[src/rtl/alu_logic_arbiter.sv]
// Two-requester round-robin front end for a shared WIDTH-bit AND/OR/NOR/XOR unit.
// Optional macro ALU_ARB_STATS_EN adds saturating per-requester accept counters.
module alu_logic_arbiter #(
  parameter int WIDTH      = 4,
  parameter int OP_LATENCY = 1
) (
  input  logic             clk,
  input  logic             reset,
  input  logic             req0_valid,
  output logic             req0_ready,
  input  logic [1:0]       req0_op,
  input  logic [WIDTH-1:0] req0_a,
  input  logic [WIDTH-1:0] req0_b,
  input  logic             req1_valid,
  output logic             req1_ready,
  input  logic [1:0]       req1_op,
  input  logic [WIDTH-1:0] req1_a,
  input  logic [WIDTH-1:0] req1_b,
  output logic             rsp_valid,
  input  logic             rsp_ready,
  output logic             rsp_id,
  output logic [WIDTH-1:0] rsp_y,
  output logic             busy
`ifdef ALU_ARB_STATS_EN
  ,
  output logic [7:0]       grant_cnt0,
  output logic [7:0]       grant_cnt1
`endif
);

  typedef enum logic [1:0] {
    ST_IDLE = 2'd0,
    ST_EXEC = 2'd1,
    ST_RESP = 2'd2
  } state_t;

  localparam logic [1:0] OP_AND = 2'b00;
  localparam logic [1:0] OP_OR  = 2'b01;
  localparam logic [1:0] OP_NOR = 2'b10;
  localparam logic [1:0] OP_XOR = 2'b11;

  localparam logic [3:0] EXEC_LAST = 4'(OP_LATENCY - 1);

  state_t           state;
  logic             last_grant;
  logic [3:0]       exec_cnt;
  logic [1:0]       op_q;
  logic [WIDTH-1:0] a_q;
  logic [WIDTH-1:0] b_q;
  logic             id_q;

  logic             grant0;
  logic             grant1;
  logic             accept;
  logic [1:0]       sel_op;
  logic [WIDTH-1:0] sel_a;
  logic [WIDTH-1:0] sel_b;
  logic [WIDTH-1:0] result;

  // On contention the requester that did not win last time gets the grant.
  assign grant0 = (state == ST_IDLE) && req0_valid && (!req1_valid || last_grant);
  assign grant1 = (state == ST_IDLE) && req1_valid && (!req0_valid || !last_grant);
  assign accept = grant0 || grant1;

  assign req0_ready = grant0;
  assign req1_ready = grant1;

  // Only the granted requester's fields reach the operand registers.
  always_comb begin
    sel_op = req0_op;
    sel_a  = req0_a;
    sel_b  = req0_b;
    if (grant1) begin
      sel_op = req1_op;
      sel_a  = req1_a;
      sel_b  = req1_b;
    end
  end

  always_comb begin
    result = '0;
    case (op_q)
      OP_AND:  result = a_q & b_q;
      OP_OR:   result = a_q | b_q;
      OP_NOR:  result = ~(a_q | b_q);
      OP_XOR:  result = a_q ^ b_q;
      default: result = '0;
    endcase
  end

  always_ff @(posedge clk or posedge reset) begin
    if (reset) begin
      state      <= ST_IDLE;
      last_grant <= 1'b1;
      exec_cnt   <= '0;
      op_q       <= '0;
      a_q        <= '0;
      b_q        <= '0;
      id_q       <= 1'b0;
      rsp_valid  <= 1'b0;
      rsp_id     <= 1'b0;
      rsp_y      <= '0;
      busy       <= 1'b0;
    end else begin
      case (state)
        ST_IDLE: begin
          if (accept) begin
            op_q       <= sel_op;
            a_q        <= sel_a;
            b_q        <= sel_b;
            id_q       <= grant1;
            last_grant <= grant1;
            exec_cnt   <= '0;
            busy       <= 1'b1;
            state      <= ST_EXEC;
          end
        end
        ST_EXEC: begin
          if (exec_cnt == EXEC_LAST) begin
            rsp_y     <= result;
            rsp_id    <= id_q;
            rsp_valid <= 1'b1;
            exec_cnt  <= '0;
            state     <= ST_RESP;
          end else begin
            exec_cnt <= exec_cnt + 4'd1;
          end
        end
        ST_RESP: begin
          // Result and id stay frozen until the consumer takes them.
          if (rsp_ready) begin
            rsp_valid <= 1'b0;
            busy      <= 1'b0;
            state     <= ST_IDLE;
          end
        end
        default: begin
          rsp_valid <= 1'b0;
          busy      <= 1'b0;
          state     <= ST_IDLE;
        end
      endcase
    end
  end

`ifdef ALU_ARB_STATS_EN
  always_ff @(posedge clk or posedge reset) begin
    if (reset) begin
      grant_cnt0 <= '0;
      grant_cnt1 <= '0;
    end else begin
      if (grant0 && (grant_cnt0 != 8'hFF)) grant_cnt0 <= grant_cnt0 + 8'd1;
      if (grant1 && (grant_cnt1 != 8'hFF)) grant_cnt1 <= grant_cnt1 + 8'd1;
    end
  end
`endif

endmodule
[config.mk]
export PLATFORM = sky130hd
export DESIGN_NAME = alu_logic_arbiter
export DESIGN_NICKNAME = d
export VERILOG_FILES = /design/src/rtl/alu_logic_arbiter.sv
export SDC_FILE = /design/constraint.sdc
export NUM_CORES = 1
export LEC_CHECK = 0
export BUFFER_PORTS_ARGS = -buffer_cell sky130_fd_sc_hd__buf_2
export CORE_MARGIN = 2
export CORE_UTILIZATION = 45
export DETAILED_ROUTE_END_ITERATION = 7
export GPL_ROUTABILITY_DRIVEN = 0
export PLACE_DENSITY_LB_ADDON = 0.25
export SLEW_MARGIN = 20
export SYNTH_ARGS = -nofsm -noshare
export SYNTH_HDL_FRONTEND = slang
export SYNTH_SLANG_ARGS = --single-unit
[constraint.sdc]
create_clock -name clk -period 1.5 [get_ports clk]
set_input_delay 0.15 -clock clk [delete_from_list [all_inputs] [get_ports clk]]
set_output_delay 0.15 -clock clk [all_outputs]
set_load 0.01 [all_outputs]
==> run summary <==
Status = finished with violations
Failing checks = negative setup slack
Post-DP HPWL = 2500 um
DRC viols = 0
CP startpoint kind = flop
Starting Density = 46.0%
Met3 WL = 129 um
Routed Antenna Nets = 0
Worst-path fanout max = 6
Average size of a mapped cell = 9.15 um2
Detailed Routing Iterations Pass 1 = 4
DR WL met2 = 1620 um
Total GRT Usage = 20.0%
Setup TNS = -0.0606 ns
WP data arrival = 1.79 ns
Initial antenna violation count = 0
Vias = 1328
Final instance area = 0.00187 mm2
Maxcap violations = 0
Max IR drop VDD = 925 uV
Rows = 21
Flops & latches, synth = 25
RSZ-0062 raised after global routing = true
Clock tree buffer depth = 2
Worst setup margin = -0.0470 ns
# IOs = 34
Finished Layout Cells = 253
Top delay family on crit path = simple AND/OR/NAND/NOR gates
Vias in the first global route = 1218
Antenna diodes = 0
Number of port buffers = 33
First-pass GRT wire length = 5630 um
Setup crit end kind = flop
Power Density = 1960 mW/mm2
H-tree Lvls = 1
Post-synth net total = 200
Post-synth cell types = 32
Pleak = 0.939 nW
CTS tree = done
Max stage delay on crit path = 0.42 ns
Gate Count Post-Synth = 165
Root buf cell = clkbuf_4
Largest net degree at the start of global routing = 26
Setup Crit Path Kind = reg -> reg
DIE WIDTH = 61.9 um
Congestion Overflow GR = 0
Register area share after synthesis = 41.5%
Period minus WS final = 1.55 ns
Final Setup Violations = 3
Clock Pin Slew Worst Setup and Hold Paths = 0.15 ns
Worst setup skew after layout = 0.00926 ns
FMAX = 0.646 GHz
Slew Limit Fails = 0
WL met1 = 1690 um
Layout cells sized above 1 = 30.0%
Die height = 61.9 um
Worst Tran Pin Value = 0.940 ns
Final layout net count = 243
Routed WL per cell = 13.8 um
Final hold violation count = 0
Dpl cells = 244
Layout Area Growth over Synthesis = 23.9%
DRC marker count from the first detailed-route iteration = 60
Inserted Clock Buffers = 3
Crit-path cells = inv_2, ha_4, or3b_4, nand2b_4, mux2_4
Final period utilization = 103%
DP Area = 0.00175 mm2
Relative slew margins = 36.9%
Type of the worst min-delay path = in -> reg
Uppermost layer routed = met4
Core Box Area = 0.00328 mm2
Clk_lat worst skew = 0.34 ns
Buf/Inv on CP = 1
Cell Area, Synth = 0.00151 mm2
Clock sinks = 25
Critical Path RT = 1.74 ns
Synth Warn # = 0
Vias/cell = 5.25
Drt total wl = 3500 um
Die area = 0.00384 mm2
Slowest cell on crit path = dfrtp_1
==> state kept, by name, summed over array words and instances (netlist names) <==
name,count
rsp_id,1
last_grant,1
busy,1
a_q,4
id_q,1
rsp_y,4
op_q,2
exec_cnt,4
b_q,4
rsp_valid,1
state,2
==> where the power goes <==
part | switching, mW | internal [mW]
Clock | 0.218 | 0.100
Combinational | 1.05 | 1.01
Sequential | 0.282 | 1.00
==> path summary, 6_finish.rpt <==
kind / from / to / slack (ns) / depth (start not counted)
worst max-delay path: exec_cnt[0] / rsp_id / -0.05 / 5
worst min-delay path: req0_b[3] / b_q[3] / 0.06 / 3
worst max register to register: exec_cnt[0] / rsp_id / -0.05 / 5
worst min register to register: rsp_y[1] / rsp_y[1] / 0.51 / 2
max in group asynchronous: reset / last_grant / 0.83 / 4
min in group asynchronous: reset / rsp_y[3] / 0.39 / 4
==> per-layer routing <==
layer,GRT usage (%),up-vias
li1,-,670
met1,26.8,621
met4,7.60,0
met5,0,-
met3,3.52,5
met2,32.5,32
==> placed cells by master, fill, tap and decap left out, drive strengths merged, types with 4 or more instances in the layout <==
cell type	n
nand4	11
dfrtp	24
nor2b	8
nor3	5
inv	25
nand2	5
o21ai	19
o311ai	10
nor2	4
a21oi	4
buf	46
and2	4
mux2i	4
o31ai	5
ha	10
==> tightest hold or removal path, cell delays in order <==
cell	delay, ns
buf_2	0.09
inv_1	0.04
o311ai_1	0.09
==> through the flow <==
stage                     power, mW  utilization, %  hold slack, ns  setup WS [ns]
after CTS                      3.61            55.9          0.0627        -0.0514
after global routing           4.00            57.0          0.0699        -0.0882
after global placement         3.04            53.4           0.211      -0.000850
after detailed placement       3.16            53.4           0.222        -0.0484
after floorplan                2.59               -           0.177         -0.129
final                          3.67            57.0          0.0629        -0.0470
==> cells in the mapped netlist (all sizes together) <==
cell / instances / area [um2]
mux2: 1 / 15.0
or2: 1 / 6.26
and2: 4 / 25.0
a21boi: 1 / 7.51
a21oi: 4 / 20.0
mux2i: 4 / 40.0
inv: 25 / 93.8
a2111oi: 1 / 8.76
ha: 10 / 125
nor3: 5 / 25.0
o311ai: 10 / 87.6
and3: 1 / 6.26
dfrtp: 24 / 601
clkbuf: 4 / 15.0
nor3b: 1 / 7.51
dfstp: 1 / 26.3
nand4: 11 / 68.8
or3b: 1 / 8.76
o21ai: 19 / 95.1
a21o: 2 / 15.0
nand3: 3 / 15.0
nor2: 4 / 15.0
nand2: 5 / 18.8
and2b: 1 / 10.0
a22o: 1 / 8.76
o31ai: 5 / 37.5
nor2b: 8 / 50.1
nand2b: 3 / 26.3
buf: 5 / 31.3
==> final cells by class <==
type | instances | area, um2
clock inverters | 1 | 5.00
clock buffers | 3 | 22.5
repair buffers | 47 | 279
flip-flops and latches | 25 | 627
inverters | 25 | 93.8
fillers | 311 | 1410
well taps | 46 | 57.6
multi-input cells | 106 | 786
==> repair_timing <==
action / in CTS / in global routing
endpoints found under the hold margin: 24 / 0
resized for setup: 9 / 9
buffers inserted: 3 / 1
pin swaps: 2 / 1
setup endpoints to repair: 6 / 10
hold buffers: 1 / 0
==> cells by family (layout without fill, tap and decap cells) <==
family                   count (synthesis)  after routing  synth area share [%]
AND/OR/NAND/NOR                         48             48                  18.7
multiplexers                             5              5                  3.65
flip-flops                              25             25                  41.5
adder cells (fa/ha/maj)                 10             10                  8.29
AO/OA/AOI/OAI                           43             43                  18.6
buffers and inverters                   34             76                  9.28
Power figures use the tool's default switching activity.
